## src/rtl/exc_unit.sv

```systemverilog
// Exception arbitration and timed flush sequencer at the MEM/WB boundary.
// Optional macro EXC_CP0_FWD_EN: forward in-flight WB CP0 writes (Status, Cause[9:8], EPC).
module exc_unit #(
    parameter logic [31:0] EXC_VECTOR   = 32'h0000_0020,
    parameter int unsigned FLUSH_CYCLES = 1
) (
    input  logic        clk,
    input  logic        rst,
    input  logic        inst_valid_i,
    input  logic [31:0] cur_inst_addr_i,
    input  logic        is_in_delayslot_i,
    input  logic [4:0]  exc_flags_i,
    input  logic [31:0] cp0_status_i,
    input  logic [31:0] cp0_cause_i,
    input  logic [31:0] cp0_epc_i,
    input  logic        wb_cp0_we_i,
    input  logic [4:0]  wb_cp0_waddr_i,
    input  logic [31:0] wb_cp0_data_i,
    output logic [31:0] excepttype_o,
    output logic [31:0] cur_inst_addr_o,
    output logic        is_in_delayslot_o,
    output logic        flush_o,
    output logic [31:0] new_pc_o
);

    localparam int unsigned CNT_W = 4;
    localparam logic [4:0] ADDR_STATUS = 5'd12;
    localparam logic [4:0] ADDR_CAUSE  = 5'd13;
    localparam logic [4:0] ADDR_EPC    = 5'd14;

    localparam logic [31:0] EXC_NONE    = 32'h0;
    localparam logic [31:0] EXC_INT     = 32'h1;
    localparam logic [31:0] EXC_SYSCALL = 32'h8;
    localparam logic [31:0] EXC_INVALID = 32'hA;
    localparam logic [31:0] EXC_TRAP    = 32'hD;
    localparam logic [31:0] EXC_OVF     = 32'hC;
    localparam logic [31:0] EXC_ERET    = 32'hE;

    typedef enum logic {
        IDLE,
        FLUSH
    } state_t;

    state_t             state;
    logic [CNT_W-1:0]   cnt;
    logic [31:0]        st;
    logic [31:0]        ca;
    logic [31:0]        ep;
    logic               int_req;
    logic [31:0]        exc_type;

`ifdef EXC_CP0_FWD_EN
    // Effective CP0 view including the write currently retiring in WB
    always_comb begin
        st = cp0_status_i;
        ca = cp0_cause_i;
        ep = cp0_epc_i;
        if (wb_cp0_we_i && (wb_cp0_waddr_i == ADDR_STATUS)) begin
            st = wb_cp0_data_i;
        end
        if (wb_cp0_we_i && (wb_cp0_waddr_i == ADDR_CAUSE)) begin
            ca[9:8] = wb_cp0_data_i[9:8];
        end
        if (wb_cp0_we_i && (wb_cp0_waddr_i == ADDR_EPC)) begin
            ep = wb_cp0_data_i;
        end
    end
`else
    always_comb begin
        st = cp0_status_i;
        ca = cp0_cause_i;
        ep = cp0_epc_i;
    end

    wire unused_wb = &{1'b0, wb_cp0_we_i, wb_cp0_waddr_i, wb_cp0_data_i};
`endif

    wire unused_bits = &{1'b0, st[31:16], st[7:2], ca[31:16], ca[7:0]};

    assign int_req = st[0] & ~st[1] & (|(ca[15:8] & st[15:8]));

    // Priority encoder, live only in IDLE with a real instruction
    always_comb begin
        exc_type = EXC_NONE;
        if (!rst && (state == IDLE) && inst_valid_i) begin
            if (int_req)             exc_type = EXC_INT;
            else if (exc_flags_i[0]) exc_type = EXC_SYSCALL;
            else if (exc_flags_i[1]) exc_type = EXC_INVALID;
            else if (exc_flags_i[2]) exc_type = EXC_TRAP;
            else if (exc_flags_i[3]) exc_type = EXC_OVF;
            else if (exc_flags_i[4]) exc_type = EXC_ERET;
        end
    end

    assign excepttype_o      = exc_type;
    assign cur_inst_addr_o   = cur_inst_addr_i;
    assign is_in_delayslot_o = is_in_delayslot_i;

    // Flush sequencer; new_pc_o holds after the flush ends
    always_ff @(posedge clk or posedge rst) begin
        if (rst) begin
            state    <= IDLE;
            cnt      <= '0;
            flush_o  <= 1'b0;
            new_pc_o <= 32'h0;
        end else if (state == IDLE) begin
            if (exc_type != EXC_NONE) begin
                new_pc_o <= (exc_type == EXC_ERET) ? ep : EXC_VECTOR;
                cnt      <= CNT_W'(FLUSH_CYCLES - 1);
                flush_o  <= 1'b1;
                state    <= FLUSH;
            end
        end else begin
            if (cnt == '0) begin
                flush_o <= 1'b0;
                state   <= IDLE;
            end else begin
                cnt <= cnt - 1'b1;
            end
        end
    end

endmodule

```

## config.mk

```make
export PLATFORM = sky130hd
export DESIGN_NAME = exc_unit
export DESIGN_NICKNAME = d
export VERILOG_FILES = /design/src/rtl/exc_unit.sv
export SDC_FILE = /design/constraint.sdc
export NUM_CORES = 1
export LEC_CHECK = 0
export ABC_AREA = 1
export BUFFER_PORTS_ARGS = -buffer_cell sky130_fd_sc_hd__buf_4
export CORE_AREA = 2 2 106 108
export CTS_BUF_LIST = sky130_fd_sc_hd__clkbuf_8
export CTS_CLUSTER_DIAMETER = 60
export DETAILED_ROUTE_END_ITERATION = 12
export DIE_AREA = 0 0 108 110
export PLACE_DENSITY_LB_ADDON = 0.2
export SKIP_LAST_GASP = 1
export SLEW_MARGIN = 20
export SYNTH_ARGS = -nofsm -noshare
export SYNTH_HDL_FRONTEND = slang
export SYNTH_SLANG_ARGS = --single-unit
```

## constraint.sdc

```tcl
create_clock -name clk -period 4.6 [get_ports clk]
set_input_delay 0.92 -clock clk [delete_from_list [all_inputs] [get_ports clk]]
set_output_delay 0.92 -clock clk [all_outputs]
set_load 0.02 [all_outputs]
```

==> tab_implementation.tex, run 1 <==
\begin{tabular}{lr}
\hline
Metric & Value \\
\hline
\multicolumn{2}{l}{\textbf{Synthesis}} \\
\quad Number of enable flip-flop cells after synthesis & 0 \\
\quad Top post-synthesis cells by count & sky130\_fd\_sc\_hd\_\_buf\_4, sky130\_fd\_sc\_hd\_\_nand2\_1, sky130\_fd\_sc\_hd\_\_nand3\_1 \\
\quad Cell count after synthesis & around 280 \\
\quad Post-synthesis async set-or-reset flop share & 100\% \\
\quad Seq cells post-synth & 38 \\
\quad Most numerous cell in the Yosys netlist & sky130\_fd\_sc\_hd\_\_buf\_4 \\
\quad Number of different library cells in the post-synthesis netlist & 24 \\
\quad Mean post-synth cell area & approximately 8.8 sq um \\
\quad Warnings, synthesis & 0 \\
\quad Main synth FF type & sky130\_fd\_sc\_hd\_\_dfrtp\_1 \\
\quad Cell taking the most area after synthesis & sky130\_fd\_sc\_hd\_\_dfrtp\_1 \\
\quad Synth top area share & 38.1\% \\
\quad Seq/Total Area, Yosys & 38.1\% \\
\quad Synth top area cells & sky130\_fd\_sc\_hd\_\_dfrtp\_1, sky130\_fd\_sc\_hd\_\_buf\_4, sky130\_fd\_sc\_hd\_\_nand3\_1 \\
\quad Mapped Area & 2500 sq um \\
\multicolumn{2}{l}{\textbf{STA}} \\
\quad Final Slew Violations & 0 \\
\quad Final Hold Viols & 0 \\
\quad Setup repair after global routing missed its margin & no \\
\quad Min Hold Slack & 500 ps \\
\quad TNS Setup & 0 ps \\
\quad Final WS setup & 1560 ps \\
\quad Transition at the pin with the smallest max-transition slack & around 510 ps \\
\quad Worst-case headroom to the max-slew limit & around 66\% \\
\quad Fraction of the cycle the final worst path needs & 66.2\% \\
\quad Worst clock skew & 5.72 ps \\
\quad Highest Clock Rate & 0.329 GHz \\
\quad Final number of setup-violating endpoints & 0 \\
\quad Tmin final & 3040 ps \\
\multicolumn{2}{l}{\textbf{Critical path}} \\
\quad Beginning of the worst register-to-register path & state\$\_DFF\_PP0\_ \\
\quad Worst-case register-to-register setup slack & 2870 ps \\
\quad Critical Path RT & $\sim$3700 ps \\
\quad Levels on crit path & 9 \\
\quad Reg-to-reg critical path endpoint & new\_pc\_o[23]\$\_DFFE\_PP0P\_ \\
\quad Cell mode on critical path & sky130\_fd\_sc\_hd\_\_buf\_4 \\
\quad Cells along the critical path & buf\_4, nor3\_4, nand2\_1, nand2\_1, inv\_1, nand2\_2, buf\_4, inv\_1, buf\_4 \\
\quad Largest delay share family, worst path & buffers and inverters \\
\quad Crit. Startpoint & exc\_flags\_i[2] \\
\quad Termination of the worst setup path & excepttype\_o[3] \\
\quad Max Fanout on Critical Path & 38 \\
\quad Kind of end point of the critical path & output port \\
\quad Worst Reg2Reg Path Length in Cells & 7 \\
\quad Kind of critical path & in -> out \\
\quad WP buf/inv & 5 \\
\quad CP max stage cell & sky130\_fd\_sc\_hd\_\_buf\_4 \\
\quad Startpoint kind of the worst setup timing path & input pin \\
\quad Worst path arrival time & 2120 ps \\
\quad Highest cell delay on the worst timing path & between 300 and 400 ps \\
\multicolumn{2}{l}{\textbf{CTS}} \\
\quad Count of clock tree sinks & 38 \\
\quad Clock latency reported for the late side of the worst-skew pair & 290 ps \\
\quad Number of buffers created by CTS & 5 \\
\quad CTS tree & yes \\
\quad Number of setup buffers added after CTS & 0 \\
\quad H-Tree Level Count & 2 \\
\quad Root buffer selected by CTS & sky130\_fd\_sc\_hd\_\_clkbuf\_8 \\
\quad Clock edge transition at the registers on the reported setup and hold paths & 70 ps \\
\quad Number of buffers on the longest clock path & 2 \\
\quad Count of hold-fix buffers inserted at cts & 0 \\
\quad Number of gates resized after CTS & 0 \\
\multicolumn{2}{l}{\textbf{Floorplan}} \\
\quad Top-Level Pins & 273 \\
\quad Initial Util & 23.3\% \\
\quad Core Box Area & 10700 sq um \\
\quad Die area & 11900 sq um \\
\quad Width of the chip & around 110 microns \\
\quad Site Rows & 38 \\
\quad Height of the die & about 110 microns \\
\multicolumn{2}{l}{\textbf{GRT}} \\
\quad Total overflow reported by the global router & 0 \\
\quad Pin count of the biggest net entering global routing & 39 \\
\quad Vias in the first global route & 1790 \\
\quad Global-route usage over all layers & about a tenth \\
\quad Number of antenna violations at the first check in global routing & 0 \\
\quad Wire length of the first global-routing pass & just under 9 mm \\
\multicolumn{2}{l}{\textbf{Power}} \\
\quad Ratio of total power to cell area & 294 nW/um\^{}2 \\
\quad Internal Dissipation & 0.000585 W \\
\quad Share of power burned in registers & between 40\% and 50\% \\
\quad Combinational cell fraction of total power & 29.1\% \\
\quad Total leakage power & 1.67 nW \\
\quad Maximum vdd ir drop & 0.0874 mV \\
\quad Share of total power in the clock network & 26.9\% \\
\quad Switching share of power & 33.6\% \\
\quad Power dissipated by switching net loads & 0.000296 W \\
\multicolumn{2}{l}{\textbf{Route}} \\
\quad Routed vias & 1883 \\
\quad Final wirelength & about 5.8 mm \\
\quad Via density & 3.91 \\
\quad Detailed-router iteration count before antenna repair & 4 \\
\quad Number of antenna-violating nets in the routed design & 0 \\
\quad Number of remaining DRC errors & 0 \\
\quad Routed length per placed instance & between 10 and 15 microns \\
\quad Initial drt markers & 71 \\
\multicolumn{2}{l}{\textbf{Placement}} \\
\quad RD Place Congestion & 0.691 \\
\quad Port Buffers & 94 \\
\quad Worst-case setup slack after placement & 1510 ps \\
\quad Placed instance area & 2900 sq um \\
\quad Final HPWL from detailed placement & between 4 and 5 mm \\
\multicolumn{2}{l}{\textbf{Finish}} \\
\quad Antenna Cells & 0 \\
\quad Total number of nets in the final design & 518 \\
\quad Core occupancy in the finished layout & 28.0\% \\
\quad Post-route cell area & 3000 sq um \\
\quad Relative area change from synthesis to final layout & 20.0\% \\
\quad Share of final-layout standard cells stronger than drive strength 1 & 39.5\% \\
\multicolumn{2}{l}{\textbf{Job}} \\
\quad Number of violations of the max-capacitance limit & 0 \\
\multicolumn{2}{l}{\textbf{Hold path}} \\
\quad Tightest Hold Check Type & reg -> reg \\
\multicolumn{2}{l}{\textbf{Run status}} \\
\quad Outcome & complete, no violations \\
\hline
\end{tabular}
-- logic make-up after synthesis --
logic type	after synthesis	share of synthesized area (%)
flops	38	38.1
other cells	1	0.150
fa+ha+maj	2	1.00
simple gates	151	33.3
buf+inv	88	26.6
xor+xnor	2	0.702
compound gates	1	0.200
-- layer usage --
layer | part of all wire (%) | wire (microns) | vias up | GRT usage [%]
li1 | - | - | 934 | -
met1 | 44 | 2530 | 846 | 12.3
met2 | 47 | 2690 | 95 | 16.3
met3 | 7.5 | 431 | 8 | 2.18
met4 | 1.7 | 95 | 0 | 3.94
met5 | 0 | 0 | - | 0
-- worst min-delay path by stage --
stage	start	to	slack [ps]	cells after the start
after global placement	new_pc_o[11]$_DFFE_PP0P_	new_pc_o[11]$_DFFE_PP0P_	490	2
final	new_pc_o[20]$_DFFE_PP0P_	new_pc_o[20]$_DFFE_PP0P_	500	2
after detailed placement	new_pc_o[20]$_DFFE_PP0P_	new_pc_o[20]$_DFFE_PP0P_	490	2
after floorplan	cnt[0]$_DFFE_PP0P_	cnt[0]$_DFFE_PP0P_	480	2
after CTS	new_pc_o[20]$_DFFE_PP0P_	new_pc_o[20]$_DFFE_PP0P_	510	2
after global routing	new_pc_o[11]$_DFFE_PP0P_	new_pc_o[11]$_DFFE_PP0P_	530	2
-- cell usage in the layout (no fill, tap or decap) --
master	count
sky130_fd_sc_hd__buf_4	99
sky130_fd_sc_hd__nand2_1	56
sky130_fd_sc_hd__nand3_1	49
sky130_fd_sc_hd__dfrtp_1	38
sky130_fd_sc_hd__conb_1	28
sky130_fd_sc_hd__nand3_2	19
sky130_fd_sc_hd__inv_1	13
sky130_fd_sc_hd__nor2_1	11
sky130_fd_sc_hd__clkbuf_8	6
sky130_fd_sc_hd__nand4_1	5
sky130_fd_sc_hd__clkinv_2	2
sky130_fd_sc_hd__nand2_4	2
sky130_fd_sc_hd__nand2_2	2
sky130_fd_sc_hd__nor3_4	2
sky130_fd_sc_hd__and2_1	2
sky130_fd_sc_hd__xor2_1	2
sky130_fd_sc_hd__ha_1	2
sky130_fd_sc_hd__nor2_8	1
sky130_fd_sc_hd__a21oi_1	1
sky130_fd_sc_hd__and2_2	1
sky130_fd_sc_hd__or2_2	1
-- state kept, by name (all words and copies together), names as in the netlist --
| register | count |
|---|---|
| cnt | 4 |
| flush_o | 1 |
| state | 1 |
| new_pc_o | 32 |
-- power by group through the flow --
stage / Combinational [W] / Sequential (W) / Clock, W
after CTS: 0.000262 / 0.000388 / 0.000252
after floorplan: 0.000233 / 0.000401 / 0
after global routing: 0.000294 / 0.000391 / 0.000266
after detailed placement: 0.000262 / 0.000394 / 0
final: 0.000256 / 0.000387 / 0.000237
after global placement: 0.000261 / 0.000394 / 0
-- layout make-up --
cell class | count | area, sq um
timing repair buffer | 99 | 743
multi-input combinational | 184 | 985
clock inverter | 2 | 8.76
fill | 1190 | 7700
tap | 140 | 175
inverter | 13 | 50.0
clock buffer | 6 | 82.6
sequential | 38 | 951
-- per-stage QoR --
stage	power, W	instances
after floorplan	0.000633	310
after global placement	0.000655	474
after detailed placement	0.000656	474
after CTS	0.000902	482
after global routing	0.000951	482
final	0.000881	482
-- worst register-to-register path, stage by stage, from the launching register on --
cell	delay, ps
sky130_fd_sc_hd__dfrtp_1	450
sky130_fd_sc_hd__nor2_8	170
sky130_fd_sc_hd__nand2_4	70
sky130_fd_sc_hd__nor2_1	150
sky130_fd_sc_hd__and2_2	180
sky130_fd_sc_hd__buf_4	400
sky130_fd_sc_hd__nand3_1	140
sky130_fd_sc_hd__nand2_1	90
Power figures use the tool's default switching activity.
==> run 2: changes to the inputs <==
--- a/config.mk
+++ b/config.mk
@@ -5,13 +5,13 @@
 export SDC_FILE = /design/constraint.sdc
 export NUM_CORES = 1
 export LEC_CHECK = 0
-export ABC_AREA = 1
+export ABC_AREA = 0
 export BUFFER_PORTS_ARGS = -buffer_cell sky130_fd_sc_hd__buf_4
-export CORE_AREA = 2 2 106 108
+export CORE_AREA = 2 2 105 107
 export CTS_BUF_LIST = sky130_fd_sc_hd__clkbuf_8
 export CTS_CLUSTER_DIAMETER = 60
 export DETAILED_ROUTE_END_ITERATION = 12
-export DIE_AREA = 0 0 108 110
+export DIE_AREA = 0 0 107 109
 export PLACE_DENSITY_LB_ADDON = 0.2
 export SKIP_LAST_GASP = 1
 export SLEW_MARGIN = 20
==> constraint.sdc (replaced) <==
create_clock -name clk -period 3 [get_ports clk]
set_input_delay 0.6 -clock clk [delete_from_list [all_inputs] [get_ports clk]]
set_output_delay 0.6 -clock clk [all_outputs]
set_load 0.02 [all_outputs]
==> run 2 against run 1 <==
  * Highest routed layer unchanged
  * Cell area decreased by 10%
  * Clock skew is 1.7 ps higher
  * Total power is 55% higher
  * Register-to-register slack worse by 1700 ps
  * Synthesized area is 15% lower
  * First-iteration DRC count fell by 8.5%
  * Utilization is 2.6 points lower
  * Flip-flop and latch count did not move
==> tab_implementation.tex, run 2 <==
\begin{tabular}{lr}
\hline
Metric & Value \\
\hline
\multicolumn{2}{l}{\textbf{GRT}} \\
\quad Global-route usage over all layers & 8.33\% \\
\quad Wire length of the first global-routing pass & between 7 and 8 mm \\
\quad Number of antenna violations at the first check in global routing & 0 \\
\quad Vias in the first global route & approximately 1500 \\
\quad Pin count of the biggest net entering global routing & 25 \\
\quad Total overflow reported by the global router & 0 \\
\multicolumn{2}{l}{\textbf{Synthesis}} \\
\quad Mapped Area & 2120 sq um \\
\quad Seq/Total Area, Yosys & between 40 and 50\% \\
\quad Number of different library cells in the post-synthesis netlist & 33 \\
\quad Top post-synthesis cells by count & sky130\_fd\_sc\_hd\_\_buf\_4, sky130\_fd\_sc\_hd\_\_dfrtp\_1, sky130\_fd\_sc\_hd\_\_a22o\_2 \\
\quad Warnings, synthesis & 0 \\
\quad Cell count after synthesis & 190 \\
\quad Synth top area cells & sky130\_fd\_sc\_hd\_\_dfrtp\_1, sky130\_fd\_sc\_hd\_\_buf\_4, sky130\_fd\_sc\_hd\_\_a22o\_2 \\
\quad Mean post-synth cell area & 11.2 sq um \\
\quad Seq cells post-synth & 38 \\
\quad Number of enable flip-flop cells after synthesis & 0 \\
\quad Main synth FF type & sky130\_fd\_sc\_hd\_\_dfrtp\_1 \\
\quad Post-synthesis async set-or-reset flop share & 100\% \\
\quad Synth top area share & around 45\% \\
\quad Most numerous cell in the Yosys netlist & sky130\_fd\_sc\_hd\_\_buf\_4 \\
\quad Cell taking the most area after synthesis & sky130\_fd\_sc\_hd\_\_dfrtp\_1 \\
\multicolumn{2}{l}{\textbf{Power}} \\
\quad Tot Pwr & 0.00137 W \\
\quad Maximum vdd ir drop & 0.143 mV \\
\quad Total leakage power & 1.40 nW \\
\quad Ratio of total power to cell area & a little over 500 nW/um\^{}2 \\
\multicolumn{2}{l}{\textbf{CTS}} \\
\quad Count of hold-fix buffers inserted at cts & 0 \\
\quad Count of clock tree sinks & 38 \\
\quad Clock edge transition at the registers on the reported setup and hold paths & 70 ps \\
\quad Number of gates resized after CTS & 0 \\
\quad Root buffer selected by CTS & sky130\_fd\_sc\_hd\_\_clkbuf\_8 \\
\quad CTS tree & yes \\
\quad H-Tree Level Count & 2 \\
\quad Clock latency reported for the late side of the worst-skew pair & $\sim$280 ps \\
\quad Number of buffers created by CTS & 5 \\
\quad Number of buffers on the longest clock path & 2 \\
\quad Number of setup buffers added after CTS & 0 \\
\multicolumn{2}{l}{\textbf{Floorplan}} \\
\quad Top-Level Pins & 273 \\
\quad Site Rows & 38 \\
\quad Height of the die & 109 microns \\
\quad Core Box Area & 10600 sq um \\
\quad Initial Util & 20.0\% \\
\quad Width of the chip & 107 microns \\
\quad Die area & 11700 sq um \\
\multicolumn{2}{l}{\textbf{Placement}} \\
\quad Port Buffers & 94 \\
\quad Final HPWL from detailed placement & 3.63 mm \\
\quad Placed instance area & 2620 sq um \\
\quad RD Place Congestion & 0.686 \\
\quad Worst-case setup slack after placement & between 400 and 500 ps \\
\quad Number of placed instances, taps included & 387 \\
\multicolumn{2}{l}{\textbf{STA}} \\
\quad Highest Clock Rate & 0.400 GHz \\
\quad Tmin final & 2500 ps \\
\quad Worst-case headroom to the max-slew limit & roughly 42\% \\
\quad Fraction of the cycle the final worst path needs & 83.4\% \\
\quad Final WS setup & 499 ps \\
\quad Transition at the pin with the smallest max-transition slack & 872 ps \\
\quad Worst clock skew & between 7 and 8 ps \\
\quad Final Hold Viols & 0 \\
\quad Setup repair after global routing missed its margin & no \\
\quad TNS Setup & 0 ps \\
\quad Final number of setup-violating endpoints & 0 \\
\quad Final Slew Violations & 0 \\
\multicolumn{2}{l}{\textbf{Critical path}} \\
\quad Kind of critical path & in -> out \\
\quad Worst path arrival time & 1900 ps \\
\quad CP max stage cell & sky130\_fd\_sc\_hd\_\_a311o\_2 \\
\quad Cells along the critical path & buf\_4, a22o\_1, a221oi\_2, a311o\_2, nand3\_1, nor3\_1, buf\_4 \\
\quad Startpoint kind of the worst setup timing path & input pin \\
\quad Critical Path RT & roughly 2400 ps \\
\quad Largest delay share family, worst path & compound AO/OA/AOI/OAI gates \\
\quad WP buf/inv & 2 \\
\quad Max Fanout on Critical Path & 5 \\
\quad Cell mode on critical path & sky130\_fd\_sc\_hd\_\_buf\_4 \\
\quad Highest cell delay on the worst timing path & 250 ps \\
\quad Kind of end point of the critical path & output port \\
\multicolumn{2}{l}{\textbf{Run status}} \\
\quad Outcome & complete, no violations \\
\multicolumn{2}{l}{\textbf{Finish}} \\
\quad Flip-flop count of the largest register after layout & 32 \\
\quad Total number of nets in the final design & 431 \\
\quad Relative area change from synthesis to final layout & 26.9\% \\
\quad Most frequent cells in the layout & sky130\_fd\_sc\_hd\_\_buf\_4, sky130\_fd\_sc\_hd\_\_dfrtp\_1, sky130\_fd\_sc\_hd\_\_conb\_1 \\
\quad Post-route cell area & 2700 sq um \\
\quad Share of final-layout standard cells stronger than drive strength 1 & a little over half \\
\quad Antenna Cells & 0 \\
\quad Largest registers & new\_pc\_o: 32 flops, cnt: 4 flops \\
\quad Most common library cell in the layout ignoring fill and taps & sky130\_fd\_sc\_hd\_\_buf\_4 \\
\quad Fill cell instance count of the final layout & 1140 \\
\quad Non-Filler Instances & 394 \\
\quad Register with the most flip-flops & new\_pc\_o \\
\multicolumn{2}{l}{\textbf{Job}} \\
\quad Number of violations of the max-capacitance limit & 0 \\
\multicolumn{2}{l}{\textbf{Hold path}} \\
\quad Tightest Hold Check Type & in -> async \\
\multicolumn{2}{l}{\textbf{Route}} \\
\quad Routed vias & 1491 \\
\quad Via density & 3.78 \\
\quad Number of antenna-violating nets in the routed design & 0 \\
\quad Number of remaining DRC errors & 0 \\
\quad Routed length per placed instance & $\sim$12 microns \\
\quad Initial drt markers & 65 \\
\quad Detailed-router iteration count before antenna repair & 4 \\
\quad Final wirelength & 4.88 mm \\
\hline
\end{tabular}
run 2: worst reg2reg max path: cells and delay by family, from the launching register on:
family | cells | cell delay (ps)
AO/OA/AOI/OAI | 2 | 620
buffers and inverters | 1 | 210
AND/OR/NAND/NOR | 2 | 360
flip-flops | 1 | 510
run 2: final timing paths:
kind	start	endpoint	depth (start not counted)	slack, ps
min reg2reg	flush_o$_DFFE_PP0P_	flush_o$_DFFE_PP0P_	2	500
min in group clk	flush_o$_DFFE_PP0P_	flush_o$_DFFE_PP0P_	2	500
max	cp0_cause_i[10]	excepttype_o[1]	7	500
min	rst	new_pc_o[13]$_DFFE_PP0P_	2	400
max in group asynchronous	rst	state$_DFF_PP0_	3	1940
max reg2reg	state$_DFF_PP0_	new_pc_o[6]$_DFFE_PP0P_	5	1200
run 2: metal layers:
| layer | track usage (%) | part of all wire, % |
|---|---|---|
| met1 | 10.3 | 43 |
| met2 | 13.7 | 47 |
| met3 | 2.57 | 9.0 |
| met4 | 3.06 | 1.2 |
| met5 | 0 | 0 |
run 2: final cells by class:
| type | instances | area [sq um] | share of cell area (%) |
|---|---|---|---|
| Inverter | 6 | 22.5 | 0.836 |
| Clock buffer | 5 | 68.8 | 2.55 |
| Clock inverter | 2 | 11.3 | 0.418 |
| Sequential cell | 38 | 951 | 35.3 |
| Multi-Input combinational cell | 105 | 718 | 26.6 |
| Timing Repair Buffer | 98 | 748 | 27.8 |
| Tap cell | 140 | 175 | 6.50 |
run 2: kinds of logic (layout without fill, tap and decap cells):
logic type | after synthesis | count (layout) | share of synthesized area, %
xor+xnor | 1 | 1 | 0.412
other cells | 1 | 28 | 0.177
compound gates | 49 | 49 | 20.8
flops | 38 | 38 | 44.8
simple gates | 25 | 25 | 6.42
fa+ha+maj | 2 | 2 | 1.18
buf+inv | 74 | 111 | 26.2
run 2: power by group:
| part | leakage, nW | total [W] | switching [W] | internal, W |
|---|---|---|---|---|
| Sequential | 0.513 | 0.000620 | 0.0000512 | 0.000569 |
| Clock | 0.0414 | 0.000333 | 0.000177 | 0.000156 |
| Combinational | 0.847 | 0.000416 | 0.000227 | 0.000189 |
run 2: per-stage QoR:
step                utilization [%]  hold slack, ps
CTS                            25.4             447
finish                         25.4             403
global placement               24.7             468
floorplan                         -             524
detailed placement             24.7             475
global route                   25.4             472
==> run 3: changes to the inputs <==
--- a/config.mk
+++ b/config.mk
@@ -5,13 +5,13 @@
 export SDC_FILE = /design/constraint.sdc
 export NUM_CORES = 1
 export LEC_CHECK = 0
-export ABC_AREA = 0
+export ABC_AREA = 1
 export BUFFER_PORTS_ARGS = -buffer_cell sky130_fd_sc_hd__buf_4
-export CORE_AREA = 2 2 105 107
+export CORE_AREA = 2 2 106 108
 export CTS_BUF_LIST = sky130_fd_sc_hd__clkbuf_8
 export CTS_CLUSTER_DIAMETER = 60
 export DETAILED_ROUTE_END_ITERATION = 12
-export DIE_AREA = 0 0 107 109
+export DIE_AREA = 0 0 108 110
 export PLACE_DENSITY_LB_ADDON = 0.2
 export SKIP_LAST_GASP = 1
 export SLEW_MARGIN = 20
==> constraint.sdc (replaced) <==
create_clock -name clk -period 2 [get_ports clk]
set_input_delay 0.4 -clock clk [delete_from_list [all_inputs] [get_ports clk]]
set_output_delay 0.4 -clock clk [all_outputs]
set_load 0.02 [all_outputs]
==> run 3 against run 2 <==
  * Total power increased by 45%
  * Sequential power increased by 44%
  * Worst setup slack got worse by 390 ps
  * Register-to-register slack got worse by 780 ps
  * Die area increased by 1.9%
  * Flip-flop and latch count unchanged
  * Clock skew decreased by 1.8 ps
  * Count of clock-buffer cells in the layout unchanged
  * Highest routed layer unchanged
  * Combinational power increased by 47%
==> tab_implementation.tex, run 3 (synthesis gave the netlist of run 1 again) <==
\begin{tabular}{lr}
\hline
Metric & Value \\
\hline
\multicolumn{2}{l}{\textbf{Run status}} \\
\quad Outcome & complete, no violations \\
\multicolumn{2}{l}{\textbf{CTS}} \\
\quad H-Tree Level Count & 2 \\
\quad Root buffer selected by CTS & sky130\_fd\_sc\_hd\_\_clkbuf\_8 \\
\quad Number of buffers on the longest clock path & 2 \\
\quad CTS tree & yes \\
\quad Count of hold-fix buffers inserted at cts & 0 \\
\quad Clock latency reported for the late side of the worst-skew pair & about 280 ps \\
\quad Count of clock tree sinks & 38 \\
\quad Number of buffers created by CTS & 5 \\
\quad Clock edge transition at the registers on the reported setup and hold paths & 70 ps \\
\multicolumn{2}{l}{\textbf{GRT}} \\
\quad Vias in the first global route & 1851 \\
\quad Total overflow reported by the global router & 0 \\
\quad Number of antenna violations at the first check in global routing & 0 \\
\quad Global-route usage over all layers & 9.97\% \\
\quad Pin count of the biggest net entering global routing & 39 \\
\quad Wire length of the first global-routing pass & 9.14 mm \\
\multicolumn{2}{l}{\textbf{Finish}} \\
\quad Register with the most flip-flops & new\_pc\_o \\
\quad Fill cell instance count of the final layout & 1188 \\
\quad Relative area change from synthesis to final layout & 21.0\% \\
\quad Total number of nets in the final design & 521 \\
\quad Largest registers & new\_pc\_o: 32 flops, cnt: 4 flops \\
\quad Most frequent cells in the layout & sky130\_fd\_sc\_hd\_\_buf\_4, sky130\_fd\_sc\_hd\_\_nand2\_1, sky130\_fd\_sc\_hd\_\_nand3\_1 \\
\quad Most common library cell in the layout ignoring fill and taps & sky130\_fd\_sc\_hd\_\_buf\_4 \\
\quad Share of final-layout standard cells stronger than drive strength 1 & 39.8\% \\
\quad Flip-flop count of the largest register after layout & 32 \\
\quad Antenna Cells & 0 \\
\multicolumn{2}{l}{\textbf{Critical path}} \\
\quad Highest cell delay on the worst timing path & 450 ps \\
\quad Worst path arrival time & 1490 ps \\
\quad Cells along the critical path & nor2\_8, nand2\_4, nor2\_1, and2\_2, buf\_4 \\
\quad Max Fanout on Critical Path & 4 \\
\quad Kind of end point of the critical path & output port \\
\quad Startpoint kind of the worst setup timing path & flip-flop \\
\quad Kind of critical path & reg -> out \\
\quad Largest delay share family, worst path & simple AND/OR/NAND/NOR gates \\
\quad Critical Path RT & 1600 ps \\
\quad Worst-case register-to-register setup slack & 420 ps \\
\quad CP max stage cell & sky130\_fd\_sc\_hd\_\_dfrtp\_2 \\
\quad WP buf/inv & 1 \\
\multicolumn{2}{l}{\textbf{Power}} \\
\quad Maximum vdd ir drop & 0.246 mV \\
\quad Total leakage power & $\sim$1.7 nW \\
\quad Tot Pwr & just under 0.002 W \\
\quad Ratio of total power to cell area & $\sim$660 nW/um\^{}2 \\
\multicolumn{2}{l}{\textbf{Route}} \\
\quad Final wirelength & 5.91 mm \\
\quad Routed vias & roughly 1900 \\
\quad Number of remaining DRC errors & 0 \\
\quad Initial drt markers & 88 \\
\quad Via density & 3.98 \\
\quad Detailed-router iteration count before antenna repair & 4 \\
\quad Routed length per placed instance & between 10 and 15 microns \\
\quad Number of antenna-violating nets in the routed design & 0 \\
\multicolumn{2}{l}{\textbf{STA}} \\
\quad Tmin final & 1890 ps \\
\quad Worst-case headroom to the max-slew limit & between 60\% and 70\% \\
\quad Fraction of the cycle the final worst path needs & 94.6\% \\
\quad Worst clock skew & 5.66 ps \\
\quad Setup repair after global routing missed its margin & no \\
\quad Final Hold Viols & 0 \\
\quad Transition at the pin with the smallest max-transition slack & 509 ps \\
\quad Highest Clock Rate & 0.528 GHz \\
\quad Final number of setup-violating endpoints & 0 \\
\quad Final Slew Violations & 0 \\
\quad TNS Setup & 0 ps \\
\multicolumn{2}{l}{\textbf{Floorplan}} \\
\quad Top-Level Pins & between 200 and 300 \\
\quad Die area & 11900 sq um \\
\quad Width of the chip & $\sim$110 microns \\
\quad Site Rows & 38 \\
\quad Initial Util & 23.3\% \\
\quad Core Box Area & 10700 sq um \\
\quad Height of the die & 110 microns \\
\multicolumn{2}{l}{\textbf{Placement}} \\
\quad Port Buffers & 94 \\
\quad Final HPWL from detailed placement & 4.37 mm \\
\quad RD Place Congestion & 0.733 \\
\multicolumn{2}{l}{\textbf{Hold path}} \\
\quad Tightest Hold Check Type & in -> async \\
\multicolumn{2}{l}{\textbf{Job}} \\
\quad Number of violations of the max-capacitance limit & 0 \\
\hline
\end{tabular}
-- run 3: changes by cell type in the layout (fill, tap and decap cells not counted), moves of 5 or more --
cell                      change
sky130_fd_sc_hd__nand4_1      +5
sky130_fd_sc_hd__nor2_1       +7
sky130_fd_sc_hd__nand3_1     +47
sky130_fd_sc_hd__a22o_2      -26
sky130_fd_sc_hd__nand3_2     +19
sky130_fd_sc_hd__inv_1        +8
sky130_fd_sc_hd__a22o_1       -6
sky130_fd_sc_hd__nand2_1     +46
-- run 3: worst paths after layout --
| check | start | to | cells past startpoint |
|---|---|---|---|
| worst max-delay path | state$_DFF_PP0_ | excepttype_o[1] | 5 |
| worst min-delay path | rst | new_pc_o[15]$_DFFE_PP0P_ | 3 |
| worst max register to register | state$_DFF_PP0_ | new_pc_o[10]$_DFFE_PP0P_ | 7 |
| worst min register to register | new_pc_o[21]$_DFFE_PP0P_ | new_pc_o[21]$_DFFE_PP0P_ | 2 |
| max in group asynchronous | rst | state$_DFF_PP0_ | 3 |
| min in group clk | cp0_epc_i[16] | new_pc_o[16]$_DFFE_PP0P_ | 3 |
-- run 3: routing by layer --
metal | wire, microns | global-route usage [%]
met5 | 0 | 0
met1 | 2580 | 12.6
met4 | 89 | 4.30
met3 | 416 | 2.65
met2 | 2820 | 16.1
-- run 3: repair_timing --
| item | CTS | global route |
|---|---|---|
| setup buffers | 0 | 0 |
| gates resized for setup | 0 | 1 |
| endpoints found under the setup margin | 0 | 1 |
-- run 3: final cells by class --
cell class	instances	area (sq um)	area share (%)
repair buffers	102	778	25.8
inverters	13	53.8	1.78
flip-flops and latches	38	952	31.5
multi-input cells	184	985	32.6
well taps	140	175	5.80
clock inverters	2	7.51	0.249
clock buffers	5	68.8	2.28
-- run 3: stage by stage --
stage	cell area (sq um)	util [%]	setup WS (ps)	std cells	hold slack, ps
final	3020	28.2	107	484	270
after global routing	3020	28.2	11.0	484	311
after CTS	3020	28.2	53.8	484	295
after detailed placement	2940	27.5	236	477	487
after global placement	2940	27.5	233	477	481
after floorplan	2600	-	175	310	231
-- run 3: where the power goes --
group	switching, W	internal, W	leakage, nW	total, W
clock	0.000253	0.000230	0.0466	0.000483
sequential	0.0000542	0.000840	0.514	0.000895
combinational	0.000368	0.000243	1.12	0.000612
-- run 3: worst min-delay path, delay by kind of cell --
kind	cells	cell delay (ps)
buffers and inverters	3	600
